File: config.mk
export PLATFORM = sky130hd
export DESIGN_NAME = csi2tx_ldl_pkt_scheduler_flat
export DESIGN_NICKNAME = d
export VERILOG_FILES = /design/src/rtl/csi2tx_ldl_pkt_scheduler_if.sv /design/src/rtl/csi2tx_ldl_pkt_scheduler.sv /design/src/flat_wrapper.sv
export SDC_FILE = /design/constraint.sdc
export NUM_CORES = 1
export LEC_CHECK = 0
export BUFFER_PORTS_ARGS = -buffer_cell sky130_fd_sc_hd__buf_2
export CORE_MARGIN = 5
export CORE_UTILIZATION = 52
export DETAILED_ROUTE_END_ITERATION = 8
export PLACE_DENSITY = 0.78
export SYNTH_ARGS = -nofsm -noshare
export SYNTH_HDL_FRONTEND = slang
export SYNTH_SLANG_ARGS = --single-unit
File: constraint.sdc
create_clock -name txbyteclkhs -period 2.15 [get_ports txbyteclkhs]
set_clock_uncertainty 0.05 [all_clocks]
set_input_delay 0 -clock txbyteclkhs [delete_from_list [all_inputs] [get_ports txbyteclkhs]]
set_output_delay 0 -clock txbyteclkhs [all_outputs]
set_load 0.03 [all_outputs]
File: src/rtl/csi2tx_ldl_pkt_scheduler_if.sv
// Packet-source and LDL-facing signals of the LDL packet scheduler.
// master = scheduler side, slave = packet sources plus LDL/HS-exit logic.
interface csi2tx_ldl_pkt_scheduler_if #(
    parameter int unsigned NUM_REQ = 4
);
    logic [NUM_REQ-1:0] pkt_req;
    logic [NUM_REQ-1:0] pkt_short;
    logic [NUM_REQ-1:0] pkt_grant;
    logic [2:0]         grant_id;
    logic               enable_hs_transmission;
    logic               short_packet;
    logic [3:0]         lane_en;
    logic               tx_done;
    logic               hs_exit_cnt_expired;

    modport master (
        input  pkt_req, pkt_short, tx_done, hs_exit_cnt_expired,
        output pkt_grant, grant_id, enable_hs_transmission, short_packet, lane_en
    );

    modport slave (
        output pkt_req, pkt_short, tx_done, hs_exit_cnt_expired,
        input  pkt_grant, grant_id, enable_hs_transmission, short_packet, lane_en
    );
endinterface

File: src/rtl/csi2tx_ldl_pkt_scheduler.sv
// Round-robin packet scheduler sharing the CSI-2 TX lane distribution layer.
// Optional WAIT_DONE watchdog enabled by defining CSI2TX_LDL_SCHED_TIMEOUT_EN.
module csi2tx_ldl_pkt_scheduler #(
    parameter int unsigned NUM_REQ        = 4,
    parameter int unsigned GAP_CYCLES     = 4,
    parameter int unsigned TIMEOUT_CYCLES = 4096
) (
    input  logic       txbyteclkhs,
    input  logic       txbyteclkhs_rst,
    input  logic       tinit_start,
    input  logic       forcetxstopmode,
    input  logic [1:0] lane_cfg,
    input  logic       lane_cfg_wr,
    output logic [1:0] active_lane_cfg,
    output logic       busy,
    output logic       timeout_err,
    csi2tx_ldl_pkt_scheduler_if.master ldl
);
    localparam int unsigned PTR_W = (NUM_REQ > 1) ? $clog2(NUM_REQ) : 1;
    localparam int unsigned GAP_W = 8;

    typedef enum logic [2:0] {
        ST_IDLE,
        ST_ARB,
        ST_WAIT_DONE,
        ST_WAIT_EXIT,
        ST_GAP
    } state_t;

    state_t             state, state_d;
    logic [NUM_REQ-1:0] grant_q, grant_d;
    logic [2:0]         gid_q, gid_d;
    logic               short_q, short_d;
    logic               en_q, en_d;
    logic               busy_q, busy_d;
    logic [3:0]         lane_q, lane_d;
    logic [1:0]         active_q, active_d;
    logic [1:0]         pend_q, pend_d;
    logic [PTR_W-1:0]   rr_q, rr_d;
    logic [GAP_W-1:0]   gap_q, gap_d;
    logic               err_q, err_d;
    logic               found;
    logic [PTR_W-1:0]   win;

`ifdef CSI2TX_LDL_SCHED_TIMEOUT_EN
    localparam int unsigned TO_W = $clog2(TIMEOUT_CYCLES + 1);
    logic [TO_W-1:0] tcnt_q, tcnt_d;
`else
    logic unused_timeout_cfg;
    assign unused_timeout_cfg = (TIMEOUT_CYCLES != 0);
`endif

    // Round-robin pick: first request at or after the pointer, wrapping.
    always_comb begin : arb_pick
        int idx;
        found = 1'b0;
        win   = '0;
        idx   = 0;
        for (int i = 0; i < int'(NUM_REQ); i++) begin
            idx = int'(rr_q) + i;
            if (idx >= int'(NUM_REQ)) begin
                idx = idx - int'(NUM_REQ);
            end
            if (!found && ldl.pkt_req[PTR_W'(idx)]) begin
                found = 1'b1;
                win   = PTR_W'(idx);
            end
        end
    end

    // Next-state and registered-output values.
    always_comb begin : next_state
        state_d  = state;
        grant_d  = grant_q;
        gid_d    = gid_q;
        short_d  = short_q;
        rr_d     = rr_q;
        gap_d    = gap_q;
        err_d    = err_q;
        active_d = active_q;
        pend_d   = lane_cfg_wr ? lane_cfg : pend_q;
`ifdef CSI2TX_LDL_SCHED_TIMEOUT_EN
        tcnt_d   = tcnt_q;
`endif

        case (state)
            ST_IDLE: begin
                // Same-cycle write is forwarded so a packet never starts on a stale count.
                active_d = pend_d;
                if (|ldl.pkt_req) begin
                    state_d = ST_ARB;
                end
            end
            ST_ARB: begin
                if (found) begin
                    state_d = ST_WAIT_DONE;
                    grant_d = NUM_REQ'(1) << win;
                    gid_d   = 3'(win);
                    short_d = ldl.pkt_short[win];
                    rr_d    = (int'(win) == int'(NUM_REQ) - 1) ? '0 : win + 1'b1;
`ifdef CSI2TX_LDL_SCHED_TIMEOUT_EN
                    tcnt_d  = '0;
`endif
                end else begin
                    state_d = ST_IDLE;
                end
            end
            ST_WAIT_DONE: begin
                if (ldl.tx_done) begin
                    state_d = ST_WAIT_EXIT;
`ifdef CSI2TX_LDL_SCHED_TIMEOUT_EN
                end else if (tcnt_q == TO_W'(TIMEOUT_CYCLES - 1)) begin
                    state_d = ST_IDLE;
                    grant_d = '0;
                    err_d   = 1'b1;
                end else begin
                    tcnt_d  = tcnt_q + 1'b1;
`endif
                end
            end
            ST_WAIT_EXIT: begin
                if (ldl.hs_exit_cnt_expired) begin
                    grant_d = '0;
                    if (GAP_CYCLES == 0) begin
                        state_d = ST_IDLE;
                    end else begin
                        state_d = ST_GAP;
                        gap_d   = GAP_W'(GAP_CYCLES - 1);
                    end
                end
            end
            ST_GAP: begin
                if (gap_q == '0) begin
                    state_d = ST_IDLE;
                end else begin
                    gap_d = gap_q - 1'b1;
                end
            end
            default: begin
                state_d = ST_IDLE;
            end
        endcase

        // PHY not initialised or stop-mode abort: drop the packet, keep configuration.
        if (!tinit_start || forcetxstopmode) begin
            state_d  = ST_IDLE;
            grant_d  = '0;
            gap_d    = '0;
            active_d = active_q;
        end

        en_d   = (state_d == ST_WAIT_DONE);
        busy_d = (state_d != ST_IDLE);
        lane_d = 4'b0000;
        if (tinit_start) begin
            case (active_d)
                2'b00:   lane_d = 4'b0001;
                2'b01:   lane_d = 4'b0010;
                2'b10:   lane_d = 4'b0100;
                default: lane_d = 4'b1000;
            endcase
        end
    end

    // State register.
    always_ff @(posedge txbyteclkhs) begin
        if (txbyteclkhs_rst) begin
            state <= ST_IDLE;
        end else begin
            state <= state_d;
        end
    end

    // Output and configuration registers.
    always_ff @(posedge txbyteclkhs) begin
        if (txbyteclkhs_rst) begin
            grant_q  <= '0;
            gid_q    <= '0;
            short_q  <= 1'b0;
            en_q     <= 1'b0;
            busy_q   <= 1'b0;
            lane_q   <= '0;
            active_q <= '0;
            pend_q   <= '0;
            rr_q     <= '0;
            gap_q    <= '0;
            err_q    <= 1'b0;
`ifdef CSI2TX_LDL_SCHED_TIMEOUT_EN
            tcnt_q   <= '0;
`endif
        end else begin
            grant_q  <= grant_d;
            gid_q    <= gid_d;
            short_q  <= short_d;
            en_q     <= en_d;
            busy_q   <= busy_d;
            lane_q   <= lane_d;
            active_q <= active_d;
            pend_q   <= pend_d;
            rr_q     <= rr_d;
            gap_q    <= gap_d;
            err_q    <= err_d;
`ifdef CSI2TX_LDL_SCHED_TIMEOUT_EN
            tcnt_q   <= tcnt_d;
`endif
        end
    end

    assign ldl.pkt_grant              = grant_q;
    assign ldl.grant_id               = gid_q;
    assign ldl.short_packet           = short_q;
    assign ldl.enable_hs_transmission = en_q;
    assign ldl.lane_en                = lane_q;
    assign active_lane_cfg            = active_q;
    assign busy                       = busy_q;
    assign timeout_err                = err_q;

endmodule

File: src/flat_wrapper.sv
// flat-port wrapper written by rule: the top's interface ports become plain ports
module csi2tx_ldl_pkt_scheduler_flat 
#(
    parameter int unsigned NUM_REQ        = 4,
    parameter int unsigned GAP_CYCLES     = 4,
    parameter int unsigned TIMEOUT_CYCLES = 4096
)
  (txbyteclkhs, txbyteclkhs_rst, tinit_start, forcetxstopmode, lane_cfg, lane_cfg_wr, active_lane_cfg, busy, timeout_err, ldl_pkt_req, ldl_pkt_short, ldl_tx_done, ldl_hs_exit_cnt_expired, ldl_pkt_grant, ldl_grant_id, ldl_enable_hs_transmission, ldl_short_packet, ldl_lane_en);
  csi2tx_ldl_pkt_scheduler_if #(.NUM_REQ(NUM_REQ)) ldl_i ();
  input  logic txbyteclkhs;
  input  logic txbyteclkhs_rst;
  input  logic tinit_start;
  input  logic forcetxstopmode;
  input  logic [1:0] lane_cfg;
  input  logic lane_cfg_wr;
  output logic [1:0] active_lane_cfg;
  output logic busy;
  output logic timeout_err;
  input wire logic [$bits(ldl_i.pkt_req)-1:0] ldl_pkt_req;
  input wire logic [$bits(ldl_i.pkt_short)-1:0] ldl_pkt_short;
  input wire logic [$bits(ldl_i.tx_done)-1:0] ldl_tx_done;
  input wire logic [$bits(ldl_i.hs_exit_cnt_expired)-1:0] ldl_hs_exit_cnt_expired;
  output wire logic [$bits(ldl_i.pkt_grant)-1:0] ldl_pkt_grant;
  output wire logic [$bits(ldl_i.grant_id)-1:0] ldl_grant_id;
  output wire logic [$bits(ldl_i.enable_hs_transmission)-1:0] ldl_enable_hs_transmission;
  output wire logic [$bits(ldl_i.short_packet)-1:0] ldl_short_packet;
  output wire logic [$bits(ldl_i.lane_en)-1:0] ldl_lane_en;
  assign ldl_i.pkt_req = ldl_pkt_req;
  assign ldl_i.pkt_short = ldl_pkt_short;
  assign ldl_i.tx_done = ldl_tx_done;
  assign ldl_i.hs_exit_cnt_expired = ldl_hs_exit_cnt_expired;
  assign ldl_pkt_grant = ldl_i.pkt_grant;
  assign ldl_grant_id = ldl_i.grant_id;
  assign ldl_enable_hs_transmission = ldl_i.enable_hs_transmission;
  assign ldl_short_packet = ldl_i.short_packet;
  assign ldl_lane_en = ldl_i.lane_en;
  csi2tx_ldl_pkt_scheduler #(.NUM_REQ(NUM_REQ), .GAP_CYCLES(GAP_CYCLES), .TIMEOUT_CYCLES(TIMEOUT_CYCLES)) u_core (.txbyteclkhs(txbyteclkhs), .txbyteclkhs_rst(txbyteclkhs_rst), .tinit_start(tinit_start), .forcetxstopmode(forcetxstopmode), .lane_cfg(lane_cfg), .lane_cfg_wr(lane_cfg_wr), .active_lane_cfg(active_lane_cfg), .busy(busy), .timeout_err(timeout_err), .ldl(ldl_i));
endmodule
==> out/metrics.csv, run 1 <==
metric;value;unit
Main synth FF type;dfxtp_1;
hold path cells;4;
routed len/inst;13.3;um
core footprint;0.00269;mm2
number of port buffers;31;
Switch Pwr;255;uW
initial DRC count;47;
Power Density;600;mW/mm2
synth-to-layout area growth;20.4;%
Net Sw Frac;0.248;
Max Cap Viol;0;
pre-CTS setup slack;0.255;ns
final setup TNS;0;ns
Worst Hold Class;in2reg;
Final Util;0.636;
unrepaired setup endpoints after global routing;false;
unique cell type count in the Yosys netlist;40;
Fillers;233;
syn_area_per_cell;8.60;um2
Post-synth EDFFs;0;
Worst Tran Pin Value;0.499;ns
Root Driver;clkbuf_4;
CTS clock-pin slew for the worst setup and hold paths;0.09;ns
Slew Limit Fails;0;
CP Class;reg2reg;
first-pass GRT wire length;5240;um
fin nets;226;
# diodes;0;
CTS Sinks;30;
fin area;0.00171;mm2
warnings from Yosys;0;
DRT Pass-1 Iters;5;
Clock Path Buffers;2;
Area after DPL;0.00158;mm2
GP Congestion;0.847;
Synth Cell Area;0.00142;mm2
Critical Path Fanout Max;6;
DR vias;1246;
status;completed;
slew margin rel.;0.665;
Cell Rows;19;
CP endpoint kind;flip-flop;
FF+latch count, synth;30;
commonest non-fill, non-tap cells in the layout;31 x buf_2, 30 x dfxtp_1, 21 x nor2_1;
post-CTS setup buffer count;0;
Clock power frac;0.309;
WP data arrival;2.17;ns
pin count of the biggest net entering global routing;14;
Final WS setup;0.128;ns
DPL Wire Length;2230;um
Cells after Synth;165;
# IOs;34;
worst path required time;2.30;ns
DRC;0;
Max Clk Rate;495;MHz
total power;1.03;mW
H-tree Lvls;2;
share of cells above drive strength 1;0.236;
VDD IR max;0.000504;V
die area;0.00387;mm2
R2R cell count;6;
internal power;770;uW
Worst-Skew Late Latency;0.32;ns
Initial Utilization;0.528;
CTS tree;done;
Leakage;0.701;nW
Post-DRT Antenna Nets;0;
commonest non-fill, non-tap cell in the layout;buf_2;
Fin Hold WS;0.0333;ns
final setup fails;0;
Flop pwr share;0.561;
ratio of final minimum period to clock period;0.940;
placed cell count;220;
final cell count without fillers;234;
Async SR Flop Fraction;0;
remaining global-route overflow;0;
number of global-route vias before repair;1259;
CP Launch Type;flip-flop;
register area share after synthesis;0.423;
Routed Wire Length;3120;um
Gate power share;0.130;
gr usage total;0.169;
Hold Violations, Final;0;
vias per cell;5.32;
Die H;62.2;um
crit path time final;2.02;ns
initial antenna violation count;0;
die width;62.2;um
Num CTS Buffers;5;
[worst max-delay path, stage by stage (launching register included)]
cell and delay [ns]:
dfxtp_1 0.38, a21oi_1 0.18, o21ai_1 0.08, o2bb2a_2 0.33
mux2i_1 0.20, dlygate4sd3_1 0.58, o221ai_2 0.11
[cell type report]
type                            instances  area [um2]  share of cell area
Multi-Input combinational cell        119         744               0.436
Sequential cell                        30         601               0.352
Timing Repair Buffer                   40         243               0.142
Clock buffer                            6        51.3              0.0300
Tap cell                               31        38.8              0.0227
Inverter                                8        30.0              0.0176
[state kept, by name (all words and copies together), names as in the netlist]
name / cells
u_core.active_lane_cfg: 2
u_core.busy: 1
u_core.gap_q: 8
u_core.ldl.enable_hs_transmission: 1
u_core.ldl.grant_id: 2
u_core.ldl.lane_en: 4
u_core.ldl.pkt_grant: 4
u_core.ldl.short_packet: 1
u_core.pend_q: 2
u_core.rr_q: 2
u_core.state: 3
[routing by layer]
layer / up-vias / part of all wire / track usage
li1: 634 / - / -
met1: 571 / 0.41 / 0.185
met2: 37 / 0.51 / 0.286
met3: 4 / 0.062 / 0.0667
met4: 0 / 0.0087 / 0.0705
met5: - / 0 / 0
[power by group through the flow]
stage | Sequential [mW] | Combinational, mW | Clock, mW
4_1_cts | 0.575 | 0.132 | 0.328
2_1_floorplan | 0.600 | 0.0714 | 0
5_1_grt | 0.577 | 0.148 | 0.360
3_5_place_dp | 0.588 | 0.118 | 0
3_3_place_gp | 0.587 | 0.114 | 0
6_report | 0.575 | 0.133 | 0.317
[final timing paths]
check	start	endpoint	slack (ns)
worst max-delay path	u_core.rr_q[1]	u_core.ldl.short_packet	0.13
worst min-delay path	tinit_start	u_core.ldl.lane_en[1]	0.03
worst max register to register	u_core.rr_q[1]	u_core.ldl.short_packet	0.13
worst min register to register	u_core.ldl.grant_id[1]	u_core.ldl.grant_id[1]	0.41
[cells by family (layout without fill, tap and decap cells)]
group,Yosys count,in the layout,share of synthesized area
buffers and inverters,17,54,0.0555
xor gates and xnor gates,6,6,0.0370
DFF,30,30,0.423
muxes,7,7,0.0511
adders and majority gates,5,5,0.0441
AOI/OAI and AO/OA,30,30,0.139
and+or+nand+nor,69,69,0.247
other,1,2,0.00264
[synth_stat cells, drive strengths merged, types with 4 or more instances]
library cell  instances  area share
dfxtp                30        0.42
nor2                 22       0.060
nand2                17       0.045
a21oi                10       0.035
o21ai                 8       0.028
inv                   7       0.019
buf                   6       0.026
xor2                  6       0.037
ha                    5       0.044
mux2i                 5       0.035
nand3                 5       0.018
a211oi                4       0.021
nor3                  4       0.018
nor4                  4       0.026
[what timing repair did]
| item | 4_1_cts | 5_1_grt |
|---|---|---|
| endpoints found under the setup margin | 0 | 1 |
| gates resized for setup | 0 | 1 |
| hold buffers | 8 | 0 |
| hold endpoints to repair | 10 | 0 |
No activity file was read; power rests on OpenSTA's default activity.
==> run 2: changes to the inputs <==
--- a/config.mk
+++ b/config.mk
@@ -6,10 +6,12 @@
 export NUM_CORES = 1
 export LEC_CHECK = 0
 export BUFFER_PORTS_ARGS = -buffer_cell sky130_fd_sc_hd__buf_2
+export CELL_PAD_IN_SITES_DETAIL_PLACEMENT = 0
+export CELL_PAD_IN_SITES_GLOBAL_PLACEMENT = 1
 export CORE_MARGIN = 5
-export CORE_UTILIZATION = 52
+export CORE_UTILIZATION = 38
 export DETAILED_ROUTE_END_ITERATION = 8
-export PLACE_DENSITY = 0.78
+export PLACE_DENSITY_LB_ADDON = 0.1
 export SYNTH_ARGS = -nofsm -noshare
 export SYNTH_HDL_FRONTEND = slang
 export SYNTH_SLANG_ARGS = --single-unit
==> constraint.sdc (replaced) <==
create_clock -name txbyteclkhs -period 2.15 [get_ports txbyteclkhs]
set_clock_uncertainty 0.05 [all_clocks]
set_input_delay 0.1075 -clock txbyteclkhs [delete_from_list [all_inputs] [get_ports txbyteclkhs]]
set_output_delay 0.1075 -clock txbyteclkhs [all_outputs]
set_load 0.03 [all_outputs]
==> run 2 against run 1 <==
Critical path type unchanged. Register-to-register slack improved by 0.11 ns. Sequential cell count stayed put. Largest power group unchanged. Cell count increased by 5.1%. Highest routed layer unchanged. Hold slack better by 0.032 ns. Maximum frequency rose by 5.8%.
==> out/metrics.csv, run 2 (same netlist as run 1, synthesis figures left out) <==
metric;value;unit;change
status;completed;;unchanged
Fin Hold WS;0.0654;ns;was 0.0333 ns
fin nets;219;;was 226
Final WS setup;0.240;ns;was 0.128 ns
Routed Wire Length;3080;um;was 3120 um
Leakage;0.692;nW;was 0.701 nW
core footprint;0.00363;mm2;was 0.00269 mm2
final cell count without fillers;246;;was 234
VDD IR max;0.000340;V;was 0.000504 V
Reg-to-Reg Start;u_core.gap_q[0];;was u_core.rr_q[1]
synth-to-layout area growth;19.5;%;was 20.4%
final setup TNS;0;ns;unchanged
unrepaired setup endpoints after global routing;false;;unchanged
DRT Pass-1 Iters;4;;was 5
number of port buffers;31;;unchanged
Worst-Skew Late Latency;0.27;ns;was 0.32 ns
largest reg by FF count;u_core.gap_q;;unchanged
Setup crit end;u_core.gap_q[7];;was u_core.ldl.short_packet
H-tree Lvls;2;;unchanged
final setup fails;0;;unchanged
flop-to-flop setup slack;0.24;ns;was 0.13 ns
first-pass GRT wire length;5330;um;was 5240 um
initial DRC count;34;;was 47
total power;1.15;mW;was 1.03 mW
slew margin rel.;0.638;;was 0.665
worst path required time;2.26;ns;was 2.30 ns
Max Clk Rate;524;MHz;was 495 MHz
# IOs;34;;unchanged
Die H;71.1;um;was 62.2 um
share of cells above drive strength 1;0.247;;was 0.236
Area after DPL;0.00160;mm2;was 0.00158 mm2
placed cell count;238;;was 220
Critical path origin;u_core.gap_q[0];;was u_core.rr_q[1]
WP data arrival;2.02;ns;was 2.17 ns
GP Congestion;0.764;;was 0.847
CP endpoint kind;flip-flop;;unchanged
number of global-route vias before repair;1197;;was 1259
Clock Path Buffers;2;;unchanged
crit path time final;1.91;ns;was 2.02 ns
CTS tree;done;;unchanged
fin area;0.00170;mm2;was 0.00171 mm2
Final Util;0.467;;was 0.636
Fillers;397;;was 233
Cell Rows;22;;was 19
gr usage total;0.133;;was 0.169
ratio of final minimum period to clock period;0.888;;was 0.940
pin count of the biggest net entering global routing;14;;unchanged
DR vias;1224;;was 1246
DPL Wire Length;2350;um;was 2230 um
Slew Limit Fails;0;;unchanged
Hold-fix buffers, CTS;0;;was 8
post-CTS setup buffer count;0;;unchanged
Largest register FFs;8;;unchanged
Root Driver;clkbuf_8;;was clkbuf_4
commonest non-fill, non-tap cells in the layout;31 x buf_2, 30 x dfxtp_1, 21 x nor2_1;;unchanged
pre-CTS setup slack;0.258;ns;was 0.255 ns
Worst R2R End;u_core.gap_q[7];;was u_core.ldl.short_packet
die area;0.00506;mm2;was 0.00387 mm2
Worst Hold Class;in2reg;;unchanged
DRC;0;;unchanged
Post-DRT Antenna Nets;0;;unchanged
Max Cap Viol;0;;unchanged
Critical Path Fanout Max;10;;was 6
# diodes;0;;unchanged
die width;71.1;um;was 62.2 um
Hold Violations, Final;0;;unchanged
Power Density;680;mW/mm2;was 600 mW/mm2
CTS clock-pin slew for the worst setup and hold paths;0.06;ns;was 0.09 ns
vias per cell;4.98;;was 5.32
Num CTS Buffers;5;;unchanged
Worst Tran Pin Value;0.539;ns;was 0.499 ns
initial antenna violation count;0;;unchanged
CP Launch Type;flip-flop;;unchanged
commonest non-fill, non-tap cell in the layout;buf_2;;unchanged
CTS Sinks;30;;unchanged
CTS resizes;0;;unchanged
R2R cell count;8;;was 6
Initial Utilization;0.390;;was 0.528
routed len/inst;12.5;um;was 13.3 um
CP Class;reg2reg;;unchanged
remaining global-route overflow;0;;unchanged
[run 2: cell count changes in the layout (fill, tap and decap cells not counted), sizes merged]
cell,before,now
clkbuf,6,7
dlygate4sd3,8,0
buf,32,33
clkinv,1,2
[run 2: how the worst min path moves through the flow]
stage                           from                       to  slack [ns]  cells after the start
detailed placement  ldl_pkt_short[1]  u_core.ldl.short_packet        0.36                      3
finish              ldl_pkt_short[1]  u_core.ldl.short_packet        0.07                      3
global placement    ldl_pkt_short[1]  u_core.ldl.short_packet        0.34                      3
CTS                 ldl_pkt_short[1]  u_core.ldl.short_packet        0.06                      3
floorplan            txbyteclkhs_rst    u_core.ldl.lane_en[1]        0.24                      3
global route        ldl_pkt_short[3]  u_core.ldl.short_packet        0.07                      3
[run 2: worst max-delay path, cell delays in order (launching register included)]
cell and delay (ns):
dfxtp_1 0.37, inv_1 0.06, ha_1 0.21, nor3b_1 0.15, a2111oi_2 0.40, buf_4 0.23, o211ai_1 0.11, xor2_1 0.16
nor2_1 0.06
[run 2: final cells by class]
class                      instances  area, um2  share of cell area
timing repair buffer              33        170               0.100
clock inverter                     1       5.00             0.00295
clock buffer                       7       86.3              0.0509
inverter                           8       30.0              0.0177
sequential                        30        601               0.354
multi-input combinational        119        743               0.438
tap                               48       60.1              0.0354
[run 2: routing by layer]
layer	up-vias	share of wire	GRT usage
li1	620	-	-
met1	568	0.45	0.157
met2	31	0.49	0.214
met3	5	0.047	0.0611
met4	0	0.011	0.0438
met5	-	0	0
[run 2: report_power, final]
part           internal (mW)  total (mW)  switching [mW]  leakage, nW
clock network          0.258       0.458           0.200       0.0482
registers              0.568       0.576         0.00781        0.243
logic                 0.0451       0.119          0.0739        0.400
==> run 3: changes to the inputs <==
--- a/config.mk
+++ b/config.mk
@@ -9,7 +9,7 @@
 export CELL_PAD_IN_SITES_DETAIL_PLACEMENT = 0
 export CELL_PAD_IN_SITES_GLOBAL_PLACEMENT = 1
 export CORE_MARGIN = 5
-export CORE_UTILIZATION = 38
+export CORE_UTILIZATION = 41
 export DETAILED_ROUTE_END_ITERATION = 8
 export PLACE_DENSITY_LB_ADDON = 0.1
 export SYNTH_ARGS = -nofsm -noshare
==> constraint.sdc (replaced) <==
create_clock -name txbyteclkhs -period 2.35 [get_ports txbyteclkhs]
set_clock_uncertainty 0.05 [all_clocks]
set_input_delay 0.1175 -clock txbyteclkhs [delete_from_list [all_inputs] [get_ports txbyteclkhs]]
set_output_delay 0.1175 -clock txbyteclkhs [all_outputs]
set_load 0.03 [all_outputs]
==> run 3 against run 2 <==
Cell count decreased by 1.2%. Clock-buffer cell count decreased by 1. Via count decreased by 2.8%. Clock power decreased by 28%. Power decreased by 16%. Worst setup slack improved by 0.19 ns. Die area decreased by 6.3%. First-iteration DRC count decreased by 2.9%. Critical path depth unchanged. Maximum frequency decreased by 0.57%. Largest power group unchanged. Combinational power decreased by 8%.
==> out/metrics.csv, run 3 (same netlist as run 1, synthesis figures left out) <==
metric;value;unit;change
share of cells above drive strength 1;0.249;;was 0.247
final setup fails;0;;unchanged
H-tree Lvls;2;;unchanged
total power;963;uW;was 1.15 mW
Critical Path Fanout Max;11;;was 10
Reg area;601;um2;unchanged
unrepaired setup endpoints after global routing;false;;unchanged
gr usage total;0.141;;was 0.133
die width;68.8;um;was 71.1 um
remaining global-route overflow;0;;unchanged
Post-DRT Antenna Nets;0;;unchanged
Reg-to-Reg Start;u_core.gap_q[0];;unchanged
Max Clk Rate;521;MHz;was 524 MHz
Fillers;349;;was 397
WP data arrival;2.11;ns;was 2.02 ns
DPL Wire Length;2260;um;was 2350 um
flop-to-flop setup slack;0.43;ns;was 0.24 ns
initial antenna violation count;0;;unchanged
die area;0.00474;mm2;was 0.00506 mm2
Slew Limit Fails;0;;unchanged
Worst Hold Launch;ldl_pkt_short[1];;unchanged
CTS tree;done;;unchanged
Worst-Skew Late Latency;0.33;ns;was 0.27 ns
Crit path largest cell delay;0.39;ns;was 0.40 ns
CP Launch Type;flip-flop;;unchanged
worst path required time;2.54;ns;was 2.26 ns
Hold Violations, Final;0;;unchanged
Final Util;0.497;;was 0.467
Worst Tran Pin Value;0.543;ns;was 0.539 ns
Routed Wire Length;2860;um;was 3080 um
routed len/inst;11.8;um;was 12.5 um
commonest non-fill, non-tap cells in the layout;31 x buf_2, 30 x dfxtp_1, 21 x nor2_1;;unchanged
Leakage;0.672;nW;was 0.692 nW
R2R cell count;8;;unchanged
Root Driver;clkbuf_4;;was clkbuf_8
ratio of final minimum period to clock period;0.817;;was 0.888
post-CTS setup buffer count;0;;unchanged
hold path cells;3;;unchanged
VDD IR max;0.000338;V;was 0.000340 V
CP endpoint kind;flip-flop;;unchanged
Area after DPL;0.00159;mm2;was 0.00160 mm2
critical path cell sequence;inv_1 -> ha_1 -> nor3b_1 -> a2111oi_2 -> buf_4 -> nor2_1 -> and2_1 -> o21a_1;;was inv_1 -> ha_1 -> nor3b_1 -> a2111oi_2 -> buf_4 -> o211ai_1 -> xor2_1 -> nor2_1
vias per cell;4.90;;was 4.98
Power Density;581;mW/mm2;was 680 mW/mm2
number of port buffers;31;;unchanged
DR vias;1190;;was 1224
GP Congestion;0.781;;was 0.764
CP top delay family;compound AO/OA/AOI/OAI gates;;unchanged
commonest non-fill, non-tap cell in the layout;buf_2;;unchanged
initial DRC count;33;;was 34
Largest register FFs;8;;unchanged
largest reg by FF count;u_core.gap_q;;unchanged
Initial Utilization;0.425;;was 0.390
status;completed;;unchanged
# IOs;34;;unchanged
Die H;68.8;um;was 71.1 um
slew margin rel.;0.635;;was 0.638
CTS resizes;0;;unchanged
core footprint;0.00334;mm2;was 0.00363 mm2
DRC;0;;unchanged
CTS Sinks;30;;unchanged
Hold-fix buffers, CTS;0;;unchanged
Worst Hold Class;in2reg;;unchanged
final setup TNS;0;ns;unchanged
footprint of the multi-input gates;743;um2;unchanged
Worst R2R End;u_core.ldl.enable_hs_transmission;;was u_core.gap_q[7]
Cell Rows;21;;was 22
CP Class;reg2reg;;unchanged
DRT Pass-1 Iters;4;;unchanged
# diodes;0;;unchanged
CTS clock-pin slew for the worst setup and hold paths;0.10;ns;was 0.06 ns
Num CTS Buffers;5;;unchanged
crit path time final;1.92;ns;was 1.91 ns
first-pass GRT wire length;4930;um;was 5330 um
Hold Crit Endpoint;u_core.ldl.short_packet;;unchanged
Worst path slowest cell;dfxtp_1;;was a2111oi_2
synth-to-layout area growth;16.8;%;was 19.5%
fin nets;218;;was 219
CP bufs+invs;2;;unchanged
Clock Path Buffers;2;;unchanged
pin count of the biggest net entering global routing;14;;unchanged
fin area;0.00166;mm2;was 0.00170 mm2
Max Cap Viol;0;;unchanged
number of global-route vias before repair;1226;;was 1197
## run 3: cell count changes in the layout (fill, tap and decap cells not counted)
cell,before,now
buf_4,2,1
clkinvlp_4,0,1
clkbuf_1,1,0
clkbuf_8,6,1
clkbuf_4,0,5
## run 3: stage by stage
stage | setup WS (ns) | std cells | hold WS [ns]
after floorplan | 0.580 | 166 | 0.246
after global placement | 0.491 | 235 | 0.367
after detailed placement | 0.433 | 235 | 0.375
after CTS | 0.417 | 243 | 0.0229
after global routing | 0.229 | 243 | 0.0366
final | 0.429 | 243 | 0.0339
## run 3: worst max path at each step
stage | start | end | slack [ns] | depth (start not counted)
after floorplan | u_core.gap_q[0] | u_core.gap_q[7] | 0.58 | 8
after global placement | u_core.gap_q[0] | u_core.ldl.enable_hs_transmission | 0.49 | 8
after detailed placement | u_core.gap_q[0] | u_core.ldl.enable_hs_transmission | 0.43 | 8
after CTS | u_core.gap_q[0] | u_core.ldl.enable_hs_transmission | 0.42 | 8
after global routing | u_core.gap_q[0] | u_core.ldl.enable_hs_transmission | 0.23 | 8
final | u_core.gap_q[0] | u_core.ldl.enable_hs_transmission | 0.43 | 8
## run 3: worst register-to-register path, cell delays in order, from the launching register on
cell and delay (ns):
dfxtp_1 0.39, inv_1 0.06, ha_1 0.22, nor3b_1 0.15
a2111oi_2 0.35, buf_4 0.22, nor2_1 0.06, and2_1 0.17
o21a_1 0.16
## run 3: power by group
part | internal (mW) | total (mW) | switching, mW
logic | 0.0405 | 0.109 | 0.0680
clock network | 0.144 | 0.329 | 0.185
registers | 0.519 | 0.526 | 0.00653
total | 0.703 | 0.963 | 0.259
## run 3: layer usage
metal | routed length, um | track usage | vias up
met5 | 0 | 0 | -
met4 | 39 | 0.0511 | 0
met3 | 124 | 0.0486 | 5
met2 | 1350 | 0.244 | 21
met1 | 1350 | 0.158 | 540
li1 | - | - | 624
## run 3: area by class of cell
cell class | instances | share of cell area
timing repair buffer | 32 | 0.0981
clock inverter | 2 | 0.00755
clock buffer | 6 | 0.0309
inverter | 8 | 0.0181
multi-input combinational | 119 | 0.448
sequential | 30 | 0.362
tap | 46 | 0.0347
